## src/rtl/wave_pkg.sv

```systemverilog
// Shared types for the waveform step controller.
//   wave_mode_e       : waveform shape selected at configuration time
//   wave_ctrl_state_e : controller FSM states
//   cnt_width()       : width of the count feedback bus for a given terminal count
package wave_pkg;

    typedef enum logic [1:0] {
        SAW_UP = 2'd0,
        SAW_DN = 2'd1,
        TRI    = 2'd2,
        HOLD   = 2'd3
    } wave_mode_e;

    typedef enum logic [1:0] {
        ST_IDLE = 2'd0,
        ST_RUN  = 2'd1,
        ST_DONE = 2'd2
    } wave_ctrl_state_e;

    // The feedback bus must be able to carry the terminal count itself, so it is
    // sized for max_val+1 codes (identical to $clog2(max_val) for non-powers of two).
    function automatic int cnt_width(input int max_val);
        return (max_val > 1) ? $clog2(max_val + 1) : 1;
    endfunction

endpackage

```

## src/rtl/wave_tick_div.sv

```systemverilog
// Step-rate divider: while enabled, tick_o is high once every period_i+1 cycles,
// first on the cycle where the internal count reaches period_i after a clear.
//   clk_i, reset_ni : clock, synchronous active-low reset
//   clr_i           : zero the divider (takes priority over en_i)
//   en_i            : advance the divider and allow ticks
//   period_i        : terminal value of the divider
//   tick_o          : combinational step strobe
module wave_tick_div #(
    parameter int div_width_p = 16
) (
    input  logic                   clk_i,
    input  logic                   reset_ni,
    input  logic                   clr_i,
    input  logic                   en_i,
    input  logic [div_width_p-1:0] period_i,
    output logic                   tick_o
);

    logic [div_width_p-1:0] div_q, div_d;

    assign tick_o = en_i && (div_q == period_i);

    always_comb begin
        div_d = div_q;
        if (clr_i) begin
            div_d = '0;
        end else if (en_i) begin
            div_d = tick_o ? '0 : div_q + 1'b1;
        end
    end

    always_ff @(posedge clk_i) begin
        if (!reset_ni) begin
            div_q <= '0;
        end else begin
            div_q <= div_d;
        end
    end

endmodule

```

## src/rtl/wave_step_ctrl.sv

```systemverilog
// Waveform step controller: drives an external up/down wave counter with step
// pulses to produce saw-up, saw-down, triangle or hold patterns for a configured
// number of waveform periods (0 = run until stopped).
//   clk_i, reset_ni          : clock, synchronous active-low reset
//   cfg_valid_i/cfg_ready_o  : configuration handshake (ready only in IDLE)
//   cfg_mode_i/period_i/cycles_i : mode, step period-1, waveform periods to run
//   stop_i                   : abort the current run
//   count_i                  : wave counter value fed back
//   up_o, down_o             : step pulses to the counter
//   busy_o, done_o           : activity flag, one-cycle completion pulse
//
// state   | meaning
// --------+--------------------------------------------------
// ST_IDLE | waiting for a configuration handshake
// ST_RUN  | stepping the counter on divider ticks
// ST_DONE | one-cycle completion pulse, then back to IDLE
module wave_step_ctrl
    import wave_pkg::*;
#(
    parameter int max_val_p   = 15,
    parameter int div_width_p = 16,
    parameter int cyc_width_p = 8,
    localparam int CntW       = wave_pkg::cnt_width(max_val_p)
) (
    input  logic                   clk_i,
    input  logic                   reset_ni,
    input  logic                   cfg_valid_i,
    output logic                   cfg_ready_o,
    input  logic [1:0]             cfg_mode_i,
    input  logic [div_width_p-1:0] cfg_period_i,
    input  logic [cyc_width_p-1:0] cfg_cycles_i,
    input  logic                   stop_i,
    input  logic [CntW-1:0]        count_i,
    output logic                   up_o,
    output logic                   down_o,
    output logic                   busy_o,
    output logic                   done_o
);

    localparam logic [CntW-1:0]        CntMax = CntW'(max_val_p);
    localparam logic [CntW-1:0]        CntOne = CntW'(1);
    localparam logic [cyc_width_p-1:0] CycOne = cyc_width_p'(1);

    wave_ctrl_state_e       state_q, state_d;
    wave_mode_e             mode_q, mode_d;
    logic [div_width_p-1:0] period_q, period_d;
    logic [cyc_width_p-1:0] cycles_q, cycles_d;
    logic [cyc_width_p-1:0] completed_q, completed_d;
    logic                   dir_up_q, dir_up_d;

    logic tick, div_clr, div_en;
    logic up, down, complete;

    assign div_en = (state_q == ST_RUN);

    wave_tick_div #(
        .div_width_p (div_width_p)
    ) u_div (
        .clk_i    (clk_i),
        .reset_ni (reset_ni),
        .clr_i    (div_clr),
        .en_i     (div_en),
        .period_i (period_q),
        .tick_o   (tick)
    );

    always_comb begin
        state_d     = state_q;
        mode_d      = mode_q;
        period_d    = period_q;
        cycles_d    = cycles_q;
        completed_d = completed_q;
        dir_up_d    = dir_up_q;
        up          = 1'b0;
        down        = 1'b0;
        complete    = 1'b0;
        div_clr     = 1'b0;

        case (state_q)
            ST_IDLE: begin
                if (cfg_valid_i) begin
                    mode_d      = wave_mode_e'(cfg_mode_i);
                    period_d    = cfg_period_i;
                    cycles_d    = cfg_cycles_i;
                    completed_d = '0;
                    dir_up_d    = 1'b1;
                    div_clr     = 1'b1;
                    state_d     = ST_RUN;
                end
            end
            ST_RUN: begin
                if (stop_i) begin
                    state_d = ST_DONE;
                end else if (tick) begin
                    case (mode_q)
                        SAW_UP: begin
                            up       = 1'b1;
                            complete = (count_i == CntMax);
                        end
                        SAW_DN: begin
                            down     = 1'b1;
                            complete = (count_i == '0);
                        end
                        TRI: begin
                            if (dir_up_q) begin
                                if (count_i == CntMax) begin
                                    dir_up_d = 1'b0;
                                    down     = 1'b1;
                                end else begin
                                    up = 1'b1;
                                end
                            end else begin
                                if (count_i == '0) begin
                                    dir_up_d = 1'b1;
                                    up       = 1'b1;
                                end else begin
                                    down     = 1'b1;
                                    // Next step lands on zero: the period is closed.
                                    complete = (count_i == CntOne);
                                end
                            end
                        end
                        default: ;
                    endcase

                    if (complete) begin
                        if ((cycles_q != '0) && ((completed_q + CycOne) == cycles_q)) begin
                            state_d = ST_DONE;
                        end else if (completed_q != '1) begin
                            completed_d = completed_q + CycOne;
                        end
                    end
                end
            end
            ST_DONE: begin
                state_d = ST_IDLE;
            end
            default: begin
                state_d = ST_IDLE;
            end
        endcase
    end

    always_ff @(posedge clk_i) begin
        if (!reset_ni) begin
            state_q     <= ST_IDLE;
            mode_q      <= SAW_UP;
            period_q    <= '0;
            cycles_q    <= '0;
            completed_q <= '0;
            dir_up_q    <= 1'b1;
        end else begin
            state_q     <= state_d;
            mode_q      <= mode_d;
            period_q    <= period_d;
            cycles_q    <= cycles_d;
            completed_q <= completed_d;
            dir_up_q    <= dir_up_d;
        end
    end

    // Outputs are gated with reset so they read 0 while reset is held, even
    // before the first clock edge has returned the state to IDLE.
    assign cfg_ready_o = (state_q == ST_IDLE) && reset_ni;
    assign up_o        = up && reset_ni;
    assign down_o      = down && reset_ni;
    assign busy_o      = (state_q != ST_IDLE) && reset_ni;
    assign done_o      = (state_q == ST_DONE) && reset_ni;

endmodule

```

## config.mk

```make
export PLATFORM = sky130hd
export DESIGN_NAME = wave_step_ctrl
export DESIGN_NICKNAME = d
export VERILOG_FILES = /design/src/rtl/wave_pkg.sv /design/src/rtl/wave_tick_div.sv /design/src/rtl/wave_step_ctrl.sv
export SDC_FILE = /design/constraint.sdc
export NUM_CORES = 1
export LEC_CHECK = 0
export ABC_AREA = 1
export BUFFER_PORTS_ARGS = -buffer_cell sky130_fd_sc_hd__buf_2
export CAP_MARGIN = 15
export CORE_MARGIN = 2
export CORE_UTILIZATION = 37
export DETAILED_ROUTE_END_ITERATION = 6
export PLACE_DENSITY = 0.63
export SETUP_SLACK_MARGIN = 0.2
export SLEW_MARGIN = 30
export SYNTH_ARGS = -nofsm -noshare
export SYNTH_HDL_FRONTEND = slang
export SYNTH_SLANG_ARGS = --single-unit
```

## constraint.sdc

```tcl
create_clock -name clk_i -period 2 [get_ports clk_i]
set_input_delay 0.3 -clock clk_i [delete_from_list [all_inputs] [get_ports clk_i]]
set_output_delay 0.3 -clock clk_i [all_outputs]
set_load 0.05 [all_outputs]
```

==> summary.md, run 1 <==
| Metric | Value |
|---|---|
| PD cells | between 700 and 800 nW/µm² |
| Synth top area share | 0.3710 |
| Reg2Reg Depth | 13 |
| Total number of vias | 2730 |
| Share of layout cells above drive strength 1 | 0.2727 |
| Max Cap Violations | 0 |
| Register area share after synthesis | 0.3710 |
| Num ports | 39 |
| Total Routed Length | 6501 µm |
| Clock Sinks | 53 |
| Synth Register Bits | 53 |
| # fillers | 797 |
| Post-synthesis compound-gate area fraction | 0.1120 |
| Sw Ratio | 0.3023 |
| DIE AREA | 8449 µm² |
| Max Root-Sink Buffers | 2 |
| DRC errors left | 0 |
| Min Tclk post-route | around 2000 ps |
| Largest net degree at the start of global routing | 36 |
| Leading cell type by number of instances after synthesis | nor2_1 |
| Post-synth EDFFs | 0 |
| GRT overflow | 0 |
| Worst-path clk slew | around 100 ps |
| Synth cell types | 36 |
| Reg2reg start | completed_q[1] |
| DR iter-0 viols | 90 |
| Synth area leaders | dfxtp_1, nor2_1, nand2_1 |
| Nets | approximately 500 |
| Final Wtd Congestion | 0.8620 |
| Synth Warn # | 0 |
| Leakage power | 0.001537 µW |
| Fin crit share | 0.9799 |
| Final WS setup | between 40 and 50 ps |
| Die Ht | just over 90 µm |
| GRT Total Usage | 0.1520 |
| Pre-CTS setup slack | between 40 and 50 ps |
| Cell taking the most area after synthesis | dfxtp_1 |
| Sequential fraction of design power | 0.474 |
| Routed Antenna Nets | 0 |
| Avg Cell Area, Syn | 6.959 µm² |
| Slew margin rel. | 0.7874 |
| Inserted Clock Buffers | 5 |
| Multi-input logic area | 1750 µm² |
| Min-Delay Startpoint | cfg_period_i[7] |
| Multiplexer share of the synthesized area | 0 |
| Adder and majority gate portion of the synthesized area | 0.02625 |
| Critical path startpoint category | flop |
| Crit path DAT | ~1700 ps |
| Most frequent cells after synthesis | nor2_1, nand2_1, dfxtp_1, inv_1, o21ai_0 |
| Core area | 7607 µm² |
| Hold path depth | 3 |
| Initial Util | 0.3760 |
| Worst Max-Slew Pin Slew | ~320 ps |
| First-pass GRT wire length | 10560 µm |
| Synth Flop Type | dfxtp_1 |
| Critical path peak fanout | 3 |
| Port Buffers | 38 |
| Vias per inst | between 4 and 5 |
| Max VDD drop | 0.3121 mV |
| HPWL Detailed | 4652 µm |
| Htree depth | 2 |
| Asr flop ratio synth | 0 |
| CTS root buffer | clkbuf_8 |
| Synth Instances | roughly 410 |
| Internal | 1774 µW |
| Main combinational cell family by area after synthesis | simple AND/OR/NAND/NOR gates |
| Status | finished clean |
| Min Hold Slack | 225.5 ps |
| WHS Endpoint | period_q[7] |
| Combinational Power Share | 0.211 |
| Clk network pwr share | 0.314 |
| Sw Pwr | 768.9 µW |
| Worst-Skew Late Latency | 310 ps |
| First-pass DRT Iterations | 4 |
| Post-Synth Simple-Gate Area | 0.3491 |
| Synthesized cell area | 2860 µm² |
| Highest attainable clock frequency | between 500 and 600 MHz |
| Row count | 32 |
| Vias in the first global route | 2473 |
| CTS tree | built |
| Synth Area in XOR/XNOR | 0.06124 |
| RSZ-0062 raised after global routing | yes |
| CP endpoint kind | output port |
| Setup violations, final | 0 |
| DR WL/cell | 11.53 µm |
| Die span in x | 91.92 µm |
| Final slew viol count | 0 |
| Post-synthesis net count | 451 |
| Post-layout util | 0.4692 |
| Number of diodes | 0 |
| Final Hold Viols | 0 |
| Register-to-register setup slack | 140 ps |
| Reg2reg end | completed_q[3] |
| Initial antenna violation count | 0 |
| FF+latch area | 1092 µm² |
| CP Class | reg -> out |
| Clock Skew | 6.810 ps |
| Worst Hold Class | in -> reg |
| Synthesis-to-layout area growth | 24.80% |
| CP required | 1700 ps |
-- power by group through the flow --
stage / Combinational [µW] / Sequential, µW / Clock, µW
after floorplan: 367 / 1200 / 0
after global placement: 456 / 1220 / 0
after detailed placement: 467 / 1220 / 0
after CTS: 478 / 1200 / 811
after global routing: 608 / 1220 / 849
final: 538 / 1210 / 799
-- sequential cells by signal, summed over array words and instances (netlist names) --
register and count:
state_q 2, u_div.div_q 16, completed_q 8, cycles_q 8, mode_q 2, dir_up_q 1
period_q 16
-- repair_timing --
item	4_1_cts	5_1_grt
buffers inserted	2	6
setup endpoints to repair	13	17
cloned	1	0
hold buffers	0	0
pin swaps	7	20
gates resized for setup	28	47
-- worst max-delay path, stage by stage (launching register included) --
cell	delay (ps)
dfxtp_2	330
or2_0	210
a21oi_1	120
nand2_1	70
nor2_1	80
nand2_1	90
inv_2	80
o2111a_1	200
buf_6	160
-- routing by layer --
metal	global-route usage	vias to the layer above	share of wire
met5	0	-	0
met2	0.2684	46	0.48
li1	-	1427	-
met3	0.02712	14	0.030
met1	0.1863	1243	0.46
met4	0.05100	0	0.025
-- worst max-delay path by stage --
stage,start,endpoint,slack [ps]
after floorplan,reset_ni,cfg_ready_o,160
after global placement,completed_q[0],completed_q[1],140
after detailed placement,completed_q[0],completed_q[3],50
after CTS,u_div.div_q[1],down_o,6
after global routing,u_div.div_q[1],down_o,-40
final,u_div.div_q[1],down_o,40
-- cell type report --
class / count / area share
Multi-Input combinational cell: 310 / 0.4904
Sequential cell: 53 / 0.3060
Inverter: 36 / 0.03856
Tap cell: 102 / 0.03575
Clock buffer: 6 / 0.02313
Timing Repair Buffer: 55 / 0.09464
Clock inverter: 2 / 0.01157
-- placed cells by master (no fill, tap or decap), types with 2 or more instances in the layout --
cell type / n
a21oi_1: 13
a21oi_2: 4
buf_2: 36
buf_4: 15
buf_6: 4
clkbuf_8: 6
dfxtp_1: 38
dfxtp_2: 10
dfxtp_4: 5
ha_1: 4
inv_1: 32
inv_2: 3
nand2_1: 60
nand2_2: 8
nand2_4: 6
nand3_1: 22
nand3_2: 7
nand3b_1: 2
nand4_1: 6
nor2_1: 89
nor2_2: 5
nor2_4: 7
nor3_1: 6
nor3b_1: 4
o21ai_0: 29
o21ai_1: 2
xnor2_1: 13
xor2_1: 7
-- cell families (layout without fill, tap and decap cells) --
logic type	after synthesis	in the layout
DFF	53	53
xor gates and xnor gates	20	20
buffers and inverters	49	99
and+or+nand+nor	227	228
adders and majority gates	6	6
AOI/OAI and AO/OA	56	56
-- per-stage QoR --
stage	power [µW]	instances	TNS (ps)	instance area [µm²]
6_report	2543	564	0	3570
5_1_grt	2675	564	-72.68	3570
4_1_cts	2490	558	0	3359
3_5_place_dp	1690	547	0	3153
3_3_place_gp	1679	547	0	3153
2_1_floorplan	1572	411	0	2863
Note: power is estimated with default switching activity, not from simulation.
==> run 2: changes to the inputs <==
==> constraint.sdc (replaced) <==
create_clock -name clk_i -period 2.15 [get_ports clk_i]
set_input_delay 0.3225 -clock clk_i [delete_from_list [all_inputs] [get_ports clk_i]]
set_output_delay 0.3225 -clock clk_i [all_outputs]
set_load 0.05 [all_outputs]
==> summary.md, run 2 (synthesis gave the netlist of run 1 again) <==
| Metric | Value |
|---|---|
| CP required | 1830 ps (+130 ps) |
| Final slew viol count | 0 (unchanged) |
| Synthesis-to-layout area growth | 19.73% |
| Total number of vias | 2659 (-2.6%) |
| Total power | 2189 µW (-14%) |
| RSZ-0062 raised after global routing | yes |
| Clock Skew | 8.048 ps (+1.238 ps) |
| Hold_buf cts | 0 (unchanged) |
| Pre-CTS setup slack | 214.4 ps (+167.3 ps) |
| Critical path startpoint category | flop |
| First-pass GRT wire length | 10930 µm (+3.5%) |
| Clock Sinks | 53 (unchanged) |
| Inserted Clock Buffers | 5 (unchanged) |
| Number of diodes | 0 (unchanged) |
| Worst Max-Slew Pin Slew | 316.8 ps (-2.036 ps) |
| HPWL Detailed | 4603 µm (-1.1%) |
| Buf/Inv on CP | 2 (unchanged) |
| # fillers | 805 (+1.0%) |
| Die span in x | 91.92 µm (unchanged) |
| Slew margin rel. | 0.7888 (+0.001357) |
| Largest net degree at the start of global routing | 36 (unchanged) |
| Cell Chain, Critical Path | or2_1, a21oi_2, nand2_1, nor2_2, nand2_2, inv_2, o2111a_1, buf_6 |
| Total Routed Length | 6375 µm (-1.9%) |
| Initial Util | 0.3760 (unchanged) |
| Status | finished clean |
| Fin crit share | 0.9263 |
| Max Root-Sink Buffers | 2 (unchanged) |
| Final Wtd Congestion | 0.8512 (-1.3%) |
| Worst-path clk slew | 110 ps (about the same) |
| GRT Total Usage | 0.1564 (+0.004389) |
| Setup violations, final | 0 (unchanged) |
| FF+latch area | 1082 µm² (-0.92%) |
| PD cells | 639.2 nW/µm² (-10%) |
| Largest regs | period_q (16), u_div.div_q (16) |
| Leakage power | 0.001454 µW (-5.4%) |
| Worst-Skew Late Latency | 310 ps (about the same) |
| CP Class | reg -> out |
| Fin Setup TNS | 0 ps (unchanged) |
| Nets | 499 (-0.40%) |
| Min Tclk post-route | 1992 ps |
| Max VDD drop | 0.2989 mV (-4.2%) |
| Max Cap Violations | 0 (unchanged) |
| Htree depth | 2 (unchanged) |
| Die Ht | 91.92 µm (unchanged) |
| Reg2Reg Depth | 10 (-3) |
| Register-to-register setup slack | 330 ps (+190 ps) |
| Final WS setup | 158.4 ps (+118.2 ps) |
| Reg2reg start | u_div.div_q[0] |
| Commonest non-fill, non-tap cell in the layout | nor2_1 |
| Final Hold Viols | 0 (unchanged) |
| Multi-input logic area | 1674 µm² (-4.4%) |
| DRC errors left | 0 (unchanged) |
| CP endpoint kind | output port |
| Routed Antenna Nets | 0 (unchanged) |
| Crit path DAT | 1670 ps (about the same) |
| DIE AREA | 8449 µm² (unchanged) |
| CTS tree | built |
| Critical path peak fanout | 3 (unchanged) |
| Num ports | 39 (unchanged) |
| Most frequent cells in the layout | nor2_1, nand2_1, dfxtp_1 |
| Share of layout cells above drive strength 1 | 0.2304 (-0.04229) |
| Post-layout util | 0.4502 (-0.01908) |
| Highest attainable clock frequency | between 500 and 600 MHz |
| DR iter-0 viols | 108 (+20%) |
| Hold path depth | 3 (unchanged) |
| Core area | 7607 µm² (unchanged) |
| Reg2reg end | u_div.div_q[14] |
| Min Hold Slack | 258.0 ps (+32.52 ps) |
| First-pass DRT Iterations | 4 (unchanged) |
| Max stage delay on crit path | 330 ps (about the same) |
| CTS root buffer | clkbuf_8 |
| Port Buffers | 38 (unchanged) |
| Vias per inst | 4.731 (-2.3%) |
| Vias in the first global route | 2565 (+3.7%) |
| Worst Hold Class | in -> reg |
| Initial antenna violation count | 0 (unchanged) |
| Min-Delay Startpoint | cfg_period_i[7] |
| WHS Endpoint | period_q[7] |
| CP top delay family | simple AND/OR/NAND/NOR gates |
| GRT overflow | 0 (unchanged) |
| Slowest cell on crit path | dfxtp_2 |
| Row count | 32 (unchanged) |
| DR WL/cell | 11.34 µm (-1.6%) |
[run 2: cell types whose count changed in the layout (fill, tap and decap cells not counted), moves of 2 or more]
cell	delta
dfxtp_1	+4
nand2_1	+5
buf_6	-2
dfxtp_4	-2
nand2_4	-2
dfxtp_2	-2
a21oi_1	+3
nand2_2	-3
nand3_1	+5
a21oi_2	-3
nand3_2	-5
[run 2: area by class of cell]
type / count / area share
multi-input combinational: 310 / 0.4889
sequential: 53 / 0.3160
timing repair buffer: 53 / 0.09207
inverter: 36 / 0.03946
tap: 102 / 0.03727
clock buffer: 5 / 0.02010
clock inverter: 3 / 0.006211
[run 2: what timing repair did]
| action | CTS | global route |
|---|---|---|
| pin swaps | 1 | 10 |
| gates resized for setup | 11 | 36 |
| setup endpoints to repair | 5 | 15 |
| setup buffers | 2 | 6 |
| gates cloned | 0 | 1 |
[run 2: stage by stage]
step	instances	cell area [µm²]
CTS	555	3267
global route	562	3425
global placement	545	3138
finish	562	3425
detailed placement	545	3138
floorplan	411	2863
[run 2: where the power goes]
group	switching [µW]	total [µW]	internal, µW
Combinational	278	486	208
Clock	348	581	232
Sequential	71.0	1120	1050
[run 2: worst max-delay path by stage]
stage | depth (start not counted) | from | slack [ps] | endpoint
final | 8 | u_div.div_q[1] | 160 | down_o
after global routing | 9 | period_q[3] | 20 | down_o
after CTS | 8 | u_div.div_q[1] | 120 | down_o
after detailed placement | 15 | completed_q[0] | 210 | completed_q[1]
after global placement | 9 | u_div.div_q[1] | 250 | up_o
after floorplan | 3 | reset_ni | 270 | cfg_ready_o
[run 2: per-layer routing]
| layer | global-route usage | vias up | part of all wire |
|---|---|---|---|
| li1 | - | 1412 | - |
| met1 | 0.1896 | 1212 | 0.46 |
| met2 | 0.2825 | 31 | 0.50 |
| met3 | 0.03287 | 4 | 0.028 |
| met4 | 0.03731 | 0 | 0.0069 |
| met5 | 0 | - | 0 |
[run 2: worst min-delay path, cell delays in order]
cell	delay [ps]
buf_2	70
o21ai_0	70
nor2_1	70
==> run 3: changes to the inputs <==
--- a/config.mk
+++ b/config.mk
@@ -9,9 +9,9 @@
 export BUFFER_PORTS_ARGS = -buffer_cell sky130_fd_sc_hd__buf_2
 export CAP_MARGIN = 15
 export CORE_MARGIN = 2
-export CORE_UTILIZATION = 37
+export CORE_UTILIZATION = 38
 export DETAILED_ROUTE_END_ITERATION = 6
-export PLACE_DENSITY = 0.63
+export GPL_TIMING_DRIVEN = 0
 export SETUP_SLACK_MARGIN = 0.2
 export SLEW_MARGIN = 30
 export SYNTH_ARGS = -nofsm -noshare
==> summary.md, run 3 (synthesis gave the netlist of run 1 again) <==
| Metric | Value |
|---|---|
| Status | finished clean |
| Largest net degree at the start of global routing | 18 (-50%) |
| GRT Total Usage | 0.1610 (+0.004544) |
| DRC errors left | 0 (unchanged) |
| Buf/Inv on CP | 3 (+1) |
| Min Tclk post-route | 2037 ps (+45.83 ps) |
| CP required | 1830 ps (about the same) |
| Final slew viol count | 0 (unchanged) |
| Sequential fraction of design power | 0.460 (-0.053) |
| Initial Util | 0.3943 (+0.01836) |
| Clock Sinks | 53 (unchanged) |
| DR WL/cell | 11.80 µm (+4.1%) |
| Vias in the first global route | 2432 (-5.2%) |
| Largest regs | period_q (16), u_div.div_q (16) |
| Slew margin rel. | 0.6926 (-0.09619) |
| CP endpoint kind | output port |
| Max Cap Violations | 0 (unchanged) |
| Slowest cell on crit path | dfxtp_1 |
| Fin Setup TNS | 0 ps (unchanged) |
| Crit path DAT | 1710 ps (+40 ps) |
| Routed Antenna Nets | 0 (unchanged) |
| DR iter-0 viols | 91 (-16%) |
| Clk network pwr share | 0.335 (+0.070) |
| Port Buffers | 37 (-2.6%) |
| Synthesis-to-layout area growth | 21.74% |
| Final Hold Viols | 0 (unchanged) |
| Htree depth | 2 (unchanged) |
| Cell Chain, Critical Path | inv_1, nand2_4, nor2_1, inv_1, nor2_1, o21ai_0, nor2_2, buf_6 |
| Fin crit share | 0.9476 (+0.02132) |
| Nets | 501 (+0.40%) |
| Die span in x | 90.76 µm (-1.3%) |
| Worst-Skew Late Latency | 320 ps (about the same) |
| Max VDD drop | 0.2872 mV (-3.9%) |
| Hold_buf cts | 0 (unchanged) |
| Critical path startpoint category | flop |
| # fillers | 749 (-7.0%) |
| Most frequent cells in the layout | nor2_1, nand2_1, dfxtp_1 |
| DIE AREA | 8237 µm² (-2.5%) |
| GRT overflow | 0 (unchanged) |
| Row count | 31 (-3.1%) |
| First-pass GRT wire length | 10800 µm (-1.2%) |
| Total Routed Length | 6622 µm (+3.9%) |
| Critical path peak fanout | 10 (+7) |
| Die Ht | 90.76 µm (-1.3%) |
| Internal | 1737 µW (+16%) |
| Worst Max-Slew Pin Slew | 461.1 ps (+144.3 ps) |
| Combinational Power Share | 0.205 (-0.017) |
| Final Wtd Congestion | 0.8359 (-1.8%) |
| PD cells | 700.5 nW/µm² (+9.6%) |
| Worst Hold Class | in -> reg |
| Inserted Clock Buffers | 5 (unchanged) |
| Commonest non-fill, non-tap cell in the layout | nor2_1 |
| Core area | 7253 µm² (-4.7%) |
| Worst-path clk slew | 100 ps (about the same) |
| CTS root buffer | clkbuf_8 |
| Leakage power | 0.001472 µW (+1.3%) |
| Initial antenna violation count | 0 (unchanged) |
| CP Class | reg -> out |
| Total number of vias | 2674 (+0.56%) |
| Number of diodes | 0 (unchanged) |
| RSZ-0062 raised after global routing | yes |
| Total power | 2439 µW (+11%) |
| Highest attainable clock frequency | 490.8 MHz (-2.2%) |
| Clock Skew | 7.637 ps (-0.4112 ps) |
| Layout Cells excl Fill | 561 (-0.18%) |
| First-pass DRT Iterations | 4 (unchanged) |
| CP top delay family | simple AND/OR/NAND/NOR gates |
| Setup violations, final | 0 (unchanged) |
| Inst Count DP | 547 (+0.37%) |
| HPWL Detailed | 4870 µm (+5.8%) |
| Sw Pwr | 702.3 µW (+0.69%) |
| Sw Ratio | 0.2879 (-0.03069) |
| CTS tree | built |
| Max stage delay on crit path | 330 ps (about the same) |
| Share of layout cells above drive strength 1 | 0.2121 (-0.01831) |
| Vias per inst | 4.766 (+0.74%) |
| Max Root-Sink Buffers | 2 (unchanged) |
| Num ports | 39 (unchanged) |
## run 3: changes by cell type in the layout (fill, tap and decap cells not counted), moves of 4 or more
cell	before	now
buf_4	15	6
a21oi_1	16	12
buf_6	2	6
a21oi_2	1	5
nor2_1	90	94
clkbuf_1	0	7
## run 3: power by group through the flow
stage | Sequential, µW | Clock [µW] | Combinational (µW)
finish | 1120 | 817 | 501
detailed placement | 1140 | 0 | 451
global placement | 1130 | 0 | 444
CTS | 1110 | 848 | 459
global route | 1130 | 883 | 570
floorplan | 1120 | 0 | 341
## run 3: cell type report
| class | count | area, µm² | area share |
|---|---|---|---|
| Buffer | 13 | 95.09 | 0.02731 |
| Clock buffer | 5 | 68.82 | 0.01976 |
| Clock inverter | 3 | 68.82 | 0.01976 |
| Inverter | 36 | 135.1 | 0.03881 |
| Multi-Input combinational cell | 309 | 1664 | 0.4779 |
| Sequential cell | 53 | 1080 | 0.3101 |
| Tap cell | 99 | 123.9 | 0.03557 |
| Timing Repair Buffer | 43 | 246.5 | 0.07079 |
## run 3: path summary, 6_finish.rpt
path / startpoint / to / slack, ps / cells after the start
max: state_q[1] / up_o / 110 / 8
min: cfg_cycles_i[0] / cycles_q[0] / 250 / 3
max reg2reg: u_div.div_q[1] / completed_q[2] / 330 / 11
min reg2reg: period_q[3] / period_q[3] / 490 / 2
## run 3: metal layers
metal	vias to the layer above	GRT usage	part of all wire
li1	1423	-	-
met1	1209	0.2019	0.47
met2	34	0.2767	0.49
met3	8	0.02755	0.026
met4	0	0.05769	0.015
met5	-	0	0
## run 3: worst register-to-register path: stages (launching register included)
cell      delay [ps]
dfxtp_2          330
or2_0            210
a21oi_1          150
nand2_1           70
nor2_1           110
nand2_2           80
buf_4            150
a22oi_4          230
clkbuf_8         240
nand3_2           80
nand2_1           60
nor2_1            40
## run 3: per-stage QoR
step	util	hold WS [ps]	cell area, µm²	setup WS [ps]
floorplan	-	444.5	2863	266.8
global placement	0.4373	467.6	3172	171.1
detailed placement	0.4373	465.7	3172	158.3
CTS	0.4620	243.4	3351	111.9
global route	0.4801	245.2	3482	-4.199
finish	0.4801	251.4	3482	112.6
## run 3: what timing repair did
item / 4_1_cts / 5_1_grt
pin swaps: 3 / 9
endpoints found under the setup margin: 10 / 14
gates cloned: 0 / 1
gates resized for setup: 13 / 29
setup buffers: 2 / 3
